## config.mk

```make
export PLATFORM = sky130hd
export DESIGN_NAME = seven_seg_scan_flat
export DESIGN_NICKNAME = d
export VERILOG_FILES = /design/src/rtl/seven_seg_pkg.sv /design/src/rtl/seven_seg_scan_if.sv /design/src/rtl/bcd_to_seg.sv /design/src/rtl/seven_seg_scan.sv /design/src/flat_wrapper.sv
export SDC_FILE = /design/constraint.sdc
export NUM_CORES = 1
export LEC_CHECK = 0
export BUFFER_PORTS_ARGS = -buffer_cell sky130_fd_sc_hd__buf_2
export CAP_MARGIN = 30
export CORE_AREA = 2 2 96 52
export CTS_BUF_LIST = sky130_fd_sc_hd__clkbuf_8
export CTS_CLUSTER_DIAMETER = 100
export DETAILED_ROUTE_END_ITERATION = 8
export DIE_AREA = 0 0 98 54
export PLACE_DENSITY_LB_ADDON = 0.1
export SETUP_SLACK_MARGIN = 0.3
export SYNTH_ARGS = -nofsm -noshare
export SYNTH_HDL_FRONTEND = slang
export SYNTH_SLANG_ARGS = --single-unit
export TNS_END_PERCENT = 30
```

## constraint.sdc

```tcl
create_clock -name clk -period 2.7 [get_ports clk]
set_input_delay 0.135 -clock clk [delete_from_list [all_inputs] [get_ports clk]]
set_output_delay 0.135 -clock clk [all_outputs]
set_load 0.05 [all_outputs]
```

## src/rtl/seven_seg_pkg.sv

```systemverilog
// seven_seg_pkg: shared types and segment constants for the scanned 3-digit display
// Segment encodings are {g,f,e,d,c,b,a}, active-low.
package seven_seg_pkg;
    typedef logic [3:0] bcd_t;
    typedef enum logic [1:0] {ONES = 2'd0, TENS = 2'd1, HUND = 2'd2} slot_t;
    typedef enum logic {SHOW = 1'b0, BLANK = 1'b1} phase_t;
    typedef struct packed {slot_t slot; phase_t phase;} state_t;
    typedef struct packed {bcd_t h; bcd_t t; bcd_t o;} digits_t;
    localparam logic [6:0] SEG_OFF  = 7'h7F;
    localparam logic [6:0] SEG_DASH = 7'h3F;
    // Element [d] holds the pattern for digit d.
    localparam logic [9:0][6:0] SEG_DIGITS = {7'h10, 7'h00, 7'h78, 7'h02, 7'h12,
                                              7'h19, 7'h30, 7'h24, 7'h79, 7'h40};
    function automatic slot_t next_slot(slot_t s);
        return (s == ONES) ? TENS : (s == TENS) ? HUND : ONES;
    endfunction
endpackage

```

## src/rtl/seven_seg_scan_if.sv

```systemverilog
// seven_seg_scan_if: control, digit and display signals of the scanner
// enable/load/h/t/o flow master->slave; seg/an/frame_done flow slave->master.
interface seven_seg_scan_if;
    logic       enable;
    logic       load;
    logic [3:0] h;
    logic [3:0] t;
    logic [3:0] o;
    logic [6:0] seg;
    logic [2:0] an;
    logic       frame_done;
    modport master (output enable, load, h, t, o, input seg, an, frame_done);
    modport slave  (input enable, load, h, t, o, output seg, an, frame_done);
endinterface

```

## src/rtl/bcd_to_seg.sv

```systemverilog
// bcd_to_seg: combinational BCD digit to active-low segment pattern
// Ports: bcd (4-bit digit in), seg (7-bit {g..a} out); codes 10-15 show a dash.
module bcd_to_seg
    import seven_seg_pkg::*;
(
    input  bcd_t       bcd,
    output logic [6:0] seg
);
    assign seg = (bcd > 4'd9) ? SEG_DASH : SEG_DIGITS[bcd];
endmodule

```

## src/rtl/seven_seg_scan.sv

```systemverilog
// seven_seg_scan: time-multiplexed 3-digit seven-segment driver with shadow/active digit registers
// Ports: clk, reset_n (async active-low), bus (slave: enable, load, h/t/o in; seg, an, frame_done out).
// Slots scan ONES -> TENS -> HUND, each REFRESH_DIV lit cycles then BLANK_CYCLES dark cycles.
// Define SEVEN_SEG_LZB_EN to blank leading zeros in the HUND and TENS positions.
module seven_seg_scan
    import seven_seg_pkg::*;
#(
    parameter int REFRESH_DIV  = 50000,
    parameter int BLANK_CYCLES = 500
) (
    input  logic           clk,
    input  logic           reset_n,
    seven_seg_scan_if.slave bus
);
    localparam int CW = $clog2(REFRESH_DIV + BLANK_CYCLES);
    state_t        cur, nxt;
    logic [CW-1:0] cnt, cnt_nxt;
    digits_t       shadow, active, loaded;
    logic          last, wrap, lit;
    bcd_t          digit;
    logic [6:0]    seg_d;
    logic [2:0]    an_d;
    // A load on the copy cycle bypasses the shadow so the new value is shown at once.
    assign loaded = bus.load ? {bus.h, bus.t, bus.o} : shadow;
    always_comb begin
        last = (cur.phase == SHOW) ? (cnt == CW'(REFRESH_DIV - 1)) : (cnt == CW'(BLANK_CYCLES - 1));
        wrap = bus.enable && last && cur.slot == HUND && cur.phase == BLANK;
        nxt = cur;
        cnt_nxt = cnt + 1'b1;
        if (!bus.enable) begin
            nxt = '{ONES, SHOW};
            cnt_nxt = '0;
        end else if (last) begin
            cnt_nxt = '0;
            nxt.phase = (cur.phase == SHOW) ? BLANK : SHOW;
            nxt.slot = (cur.phase == SHOW) ? cur.slot : next_slot(cur.slot);
        end
    end
    assign digit = (cur.slot == ONES) ? active.o : (cur.slot == TENS) ? active.t : active.h;
`ifdef SEVEN_SEG_LZB_EN
    assign lit = (cur.slot == ONES) || (active.h != 4'd0) || (cur.slot == TENS && active.t != 4'd0);
`else
    assign lit = 1'b1;
`endif
    assign an_d = (!bus.enable || cur.phase == BLANK || !lit) ? 3'b111 :
                  (cur.slot == ONES) ? 3'b110 : (cur.slot == TENS) ? 3'b101 : 3'b011;
    bcd_to_seg u_dec (.bcd(digit), .seg(seg_d));
    // While disabled, active tracks shadow so re-enabling starts on the latest digits.
    always_ff @(posedge clk or negedge reset_n) begin
        if (!reset_n) begin
            cur            <= '{ONES, SHOW};
            cnt            <= '0;
            shadow         <= '0;
            active         <= '0;
            bus.an         <= 3'b111;
            bus.seg        <= SEG_OFF;
            bus.frame_done <= 1'b0;
        end else begin
            cur            <= nxt;
            cnt            <= cnt_nxt;
            if (bus.load) shadow <= {bus.h, bus.t, bus.o};
            if (!bus.enable || wrap) active <= loaded;
            bus.an         <= an_d;
            bus.seg        <= (an_d == 3'b111) ? SEG_OFF : seg_d;
            bus.frame_done <= wrap;
        end
    end
endmodule

```

## src/flat_wrapper.sv

```systemverilog
// flat-port wrapper written by rule: the top's interface ports become plain ports
module seven_seg_scan_flat import seven_seg_pkg::*;
#(
    parameter int REFRESH_DIV  = 50000,
    parameter int BLANK_CYCLES = 500
)
  (clk, reset_n, bus_enable, bus_load, bus_h, bus_t, bus_o, bus_seg, bus_an, bus_frame_done);
  seven_seg_scan_if bus_i ();
  input  logic clk;
  input  logic reset_n;
  input wire logic [$bits(bus_i.enable)-1:0] bus_enable;
  input wire logic [$bits(bus_i.load)-1:0] bus_load;
  input wire logic [$bits(bus_i.h)-1:0] bus_h;
  input wire logic [$bits(bus_i.t)-1:0] bus_t;
  input wire logic [$bits(bus_i.o)-1:0] bus_o;
  output wire logic [$bits(bus_i.seg)-1:0] bus_seg;
  output wire logic [$bits(bus_i.an)-1:0] bus_an;
  output wire logic [$bits(bus_i.frame_done)-1:0] bus_frame_done;
  assign bus_i.enable = bus_enable;
  assign bus_i.load = bus_load;
  assign bus_i.h = bus_h;
  assign bus_i.t = bus_t;
  assign bus_i.o = bus_o;
  assign bus_seg = bus_i.seg;
  assign bus_an = bus_i.an;
  assign bus_frame_done = bus_i.frame_done;
  seven_seg_scan #(.REFRESH_DIV(REFRESH_DIV), .BLANK_CYCLES(BLANK_CYCLES)) u_core (.clk(clk), .reset_n(reset_n), .bus(bus_i));
endmodule
```

Word-level counts from Yosys, hierarchy flattened:

Memory sizes are Yosys's and may differ from the RTL's.
Index checks and enable logic that the tools add are counted.

* register bits: 54
* memory bits (read-only): 112
* bits of input ports: 16
* output and inout port bits: 11
* memories kept: 1

Memories
* (name not given): words 16, bits a word 7, rd ports 1, clocked after memory_dff 0, write ports 0, line bcd_to_seg.sv:9 `assign seg = (bcd > 4'd9) ? SEG_DASH : SEG_DIGITS[bcd];`

* add/sub/neg operators: 1
* magnitude comparators: 2
* eq/ne operators: 7
* multiplexer cells: 18
* reduce and logical (&&, ||, !) cells: 8

Operators by type and width (number)
* $mux 16: 2
* $mux 7: 3
* $add 16x1->16 const B: 1
* $eq 16x16->1 const B: 1
* $eq 16x9->1 const B: 1
* $mux 3: 5
* $mux 12: 1
* $mux 4: 2
* $mux 2: 3
* $lt 4x5->1 const B: 1
* $gt 4x4->1 const B: 1
* $ne 2x1->1 const B: 2
* $eq 3x3->1 const B: 1
* $logic_and 1x1->1: 3
* $eq 2x1->1 const B: 1
* $eq 2x2->1 const B: 1
* $logic_not 2->1: 1
* $logic_or 1x1->1: 2
* $mux 1: 2
* $reduce_and 2->1: 1
* $logic_not 1->1: 1

Logic depth before layout (Yosys ltp):

* depth in word-level cells: 7
* depth in mapped cells: 8
* mapped depth without buffers: 7

Hierarchy:

From an unflattened synthesis, not the netlist that was laid out.

* cells, all modules: 219
* area total of the unflattened synthesis: 2641.3 um^2

By module, submodules not included
* seven_seg_scan: times used 1, cells each 193, area an instance 2422.3 um^2, seq. area each 1363.8 um^2
* bcd_to_seg: times used 1, cells each 26, area an instance 219.0 um^2, seq. area each 0.0 um^2

Least setup slack after synthesis:

No wires, ideal clock.

* kind: reg2reg
* start: register u_core.cur[1] (netlist bit)
* end: register u_core.bus.seg[4]
* data arrival time: 1.966 ns
* slack: 0.627 ns
* stages on the path, launching flop included: 8
* buffers on the path: 1
* clock period less this slack: 2.073 ns
* cell sequence: dfrtp_1 > buf_2 > mux2_2 > mux2i_1 > ha_1 > o221ai_1 > a21oi_1 > o311ai_0

* longest elaborated chain between the ends: 7
* elaborated cells on any way between the ends: 13
* those cells by class: order compare (1); eq/ne (2); mux (8); reduce/logical (1); memory (1)

RTL lines
* start, declared: line seven_seg_scan.sv:16 `state_t cur, nxt;`
* start signal, assigned: line seven_seg_scan.sv:51 `cur <= '{ONES, SHOW};`
* start signal, assigned: line seven_seg_scan.sv:59 `cur <= nxt;`
* $eq 2x1->1: line seven_seg_scan.sv:39, seven_seg_scan.sv:46
* $mux 4 (2 in series): line seven_seg_scan.sv:39 `assign digit = (cur.slot == ONES) ? active.o : (cur.slot == TENS) ? active.t : active.h;`
* $mem_v2 16x7
* $mux 7 (not written as such): line bcd_to_seg.sv:9
* $mux 7: line bcd_to_seg.sv:9
* $mux 7 *: line seven_seg_scan.sv:64 `bus.seg <= (an_d == 3'b111) ? SEG_OFF : seg_d;`
* end signal, assigned: line seven_seg_scan.sv:64
* end, declared: line seven_seg_scan_if.sv:13 `modport slave (input enable, load, h, t, o, output seg, an, frame_done);`

Mark *: on every way between the ends. The rest lies on a longest branch, timed or not. The select of a mux whose other input is x is not followed.
A chain may end at the register's enable or synchronous reset.

Final worst setup path:

* start: register u_core.cur[2] (netlist bit)
* end: register u_core.bus.seg[4]

Same word-level chain as after synthesis.

==> impl_metrics.json <==
{
  "outcome": "finished, final reports clean",
  "reported_leakage_power_nw": 1.25,
  "drt-initial-drc-count": 90,
  "worstSkewPairLatency_ns": 0.30,
  "tritoncts": "built",
  "post-route-worst-setup-slack_ns": 0.518,
  "number_of_synthesized_flops_with_an_enable_pin": 0,
  "worst_pin_slew_ns": 0.589,
  "hold_path_class": "in2reg",
  "io-pin-count": 27,
  "area_delta_synth_final_pct": 13.1,
  "rsz0062_at_grt": "false",
  "synth_seq_cells": 54,
  "ys.warnings.count": 0,
  "grt_remaining_overflow": 0,
  "tritoncts.num_buffers": 5,
  "top_library_cells_by_usage_in_the_layout_fill_and_taps_aside": "sky130_fd_sc_hd__dfrtp_1, sky130_fd_sc_hd__buf_2, sky130_fd_sc_hd__nor2_1",
  "vdd_ir_drop_max_v": 0.000303,
  "synth.avg_cell_area_um2": 12.2,
  "die-area_um2": 5290,
  "synth_ff_type": "sky130_fd_sc_hd__dfrtp_1",
  "mappedNetlistNets": 233,
  "rows": 18,
  "dpl.cell_count": 295,
  "wirelength_mm": 5.06,
  "cts.sinks": 54,
  "stdcell_count": 304,
  "crit_required_ns": 2.91,
  "design.core.area_um2": 4570,
  "category_of_the_critical_setup_timing_path": "reg2reg",
  "final_cell_area_um2": 2890,
  "pre_cts_ws_ns": 0.481,
  "layout.nets": 266,
  "setup_violations": 0,
  "hpwlAfterDp_mm": 3.74,
  "finalClockSkew_ns": 0.00792,
  "cts_max_path_buffers": 2,
  "max_cap_violations": 0,
  "fraction_of_layout_cells_with_a_size_suffix_above_1_pct": 32.4,
  "dr_total_vias": 1695,
  "global_route.usage.total_pct": 21.4,
  "die_outline_width_um": 98,
  "path_clk_slew_ns": 0.10,
  "final_common_cell": "sky130_fd_sc_hd__dfrtp_1",
  "critical_path_arrival_ns": 2.39,
  "report.power.total_mw": 1.67,
  "worstSetupEndpointType": "flip-flop",
  "timing_max_transition_violations_final": 0,
  "first_global_vias": 1624,
  "syn_inst": 210,
  "drtPass1Iterations": 4,
  "ant_nets": 0,
  "startpoint_type": "flip-flop",
  "min_period_over_period_pct": 80.8,
  "area_of_the_mapped_netlist_um2": 2560,
  "timing.reg2reg.worst_path_depth": 6,
  "dpl_cell_area_um2": 2790,
  "maxSlewHeadroom_pct": 60.3,
  "synth_sequential_area_ratio_pct": 53.3,
  "diodes": 0,
  "final_tns_setup_ns": 0,
  "routed_via_density": 5.58,
  "powerDensity_nw_per_um2": 578,
  "layout_min_cycle_time_ns": 2.18,
  "pin_count_of_the_biggest_net_entering_global_routing": 26,
  "synth.lib_cells_used.distinct": 40,
  "first_pass_grt_wire_length_mm": 8.49,
  "ctsRootBufferMaster": "sky130_fd_sc_hd__clkbuf_8",
  "initial_utilization_pct": 56.0,
  "hold_viol": 0,
  "globalplace.congestion": 0.927,
  "avgRoutedWirePerCell_um": 16.6,
  "synthArstFlopShare_pct": 100,
  "max_freq_ghz": 0.458,
  "largest_fanout_of_any_net_on_the_critical_path": 14,
  "drt_drc_violations_left": 0,
  "dieHeight_um": 54,
  "min_delay_path_depth": 2,
  "cts_htree_levels": 2,
  "io_buffer_count": 26,
  "grt_antenna_before_repair": 0
}
==> routing by layer <==
metal | track usage [%] | wire length (um) | vias to the layer above
met5 | 0 | 0 | -
met2 | 31.6 | 2100 | 63
met1 | 32.1 | 2590 | 811
met3 | 4.94 | 340 | 4
met4 | 5.09 | 28 | 0
li1 | - | - | 817
==> critical path, stage by stage (launching register included) <==
cell                       delay, ns
sky130_fd_sc_hd__dfrtp_1        0.60
sky130_fd_sc_hd__inv_1          0.21
sky130_fd_sc_hd__mux2i_2        0.36
sky130_fd_sc_hd__ha_1           0.25
sky130_fd_sc_hd__o221ai_1       0.12
sky130_fd_sc_hd__a21oi_1        0.34
sky130_fd_sc_hd__o311ai_0       0.20
==> kinds of logic (layout without fill, tap and decap cells) <==
kind of cell,count (synthesis),after routing,synth area share (%)
and+or+nand+nor,60,60,12.6
muxes,33,33,15.6
buffers and inverters,15,49,2.64
adders and majority gates,7,7,3.42
AOI/OAI and AO/OA,29,29,8.41
xor gates and xnor gates,12,12,4.11
DFF,54,54,53.3
==> cell usage after synthesis (2+ instances only) <==
cell type                 count  area share, %
sky130_fd_sc_hd__nor2_1      17            2.5
sky130_fd_sc_hd__dfrtp_1     44             43
sky130_fd_sc_hd__nand4_1      4           0.98
sky130_fd_sc_hd__a21oi_1      6            1.2
sky130_fd_sc_hd__inv_1        9            1.3
sky130_fd_sc_hd__nor3_1       4           0.78
sky130_fd_sc_hd__nand3_1      6            1.2
sky130_fd_sc_hd__nor4_1       6            1.5
sky130_fd_sc_hd__or4_1        2           0.59
sky130_fd_sc_hd__or3_1        4           0.98
sky130_fd_sc_hd__mux2_2      15            6.6
sky130_fd_sc_hd__nand2_1     10            1.5
sky130_fd_sc_hd__ha_1         7            3.4
sky130_fd_sc_hd__dfstp_2     10             10
sky130_fd_sc_hd__mux2i_1      8            3.1
sky130_fd_sc_hd__mux2_4      10            5.9
sky130_fd_sc_hd__buf_2        3           0.59
sky130_fd_sc_hd__and4b_1      2           0.78
sky130_fd_sc_hd__xnor2_1     11            3.8
sky130_fd_sc_hd__o21ai_0     12            2.3
==> registers in the layout, indices dropped and copies added (netlist names) <==
| signal | flops |
|---|---|
| u_core.shadow | 12 |
| u_core.active | 12 |
| u_core.cur | 3 |
| u_core.bus.frame_done | 1 |
| u_core.cnt | 16 |
| u_core.bus.an | 3 |
| u_core.bus.seg | 7 |
==> final timing paths <==
path / start / to / slack [ns]
min reg2reg: u_core.cnt[0] / u_core.cnt[0] / 0.49
max reg2reg: u_core.cur[2] / u_core.bus.seg[4] / 0.52
max: u_core.cur[2] / u_core.bus.seg[4] / 0.52
min in group asynchronous: reset_n / u_core.shadow[3] / 0.36
min: bus_o[0] / u_core.shadow[0] / 0.08
max in group asynchronous: reset_n / u_core.bus.an[2] / 1.57
==> where the power goes <==
group	leakage, nW	switching (mW)	internal (mW)
clock network	0.0524	0.259	0.204
registers	0.663	0.0314	0.886
logic	0.538	0.175	0.116
==> cell type report <==
class                      instances  area [um^2]
clock buffer                       6         82.6
clock inverter                     2         8.76
fill                             358         1680
inverter                           9         33.8
multi-input combinational        141         1130
sequential                        54         1360
tap                               60         75.1
timing repair buffer              32          198
==> per-stage QoR <==
stage / hold WS (ns) / utilization [%]
after global routing: 0.0658 / 63.3
after detailed placement: 0.169 / 61.0
after floorplan: -0.161 / -
after CTS: 0.0714 / 63.2
final: 0.0789 / 63.3
after global placement: 0.364 / 60.4
==> timing repair <==
item                                    CTS  global route
endpoints found under the setup margin    0             5
resized for setup                         0             1
endpoints found under the hold margin    24             0
hold buffers                              1             0
buffers inserted                          0             0
Note: power is estimated with default switching activity, not from simulation.
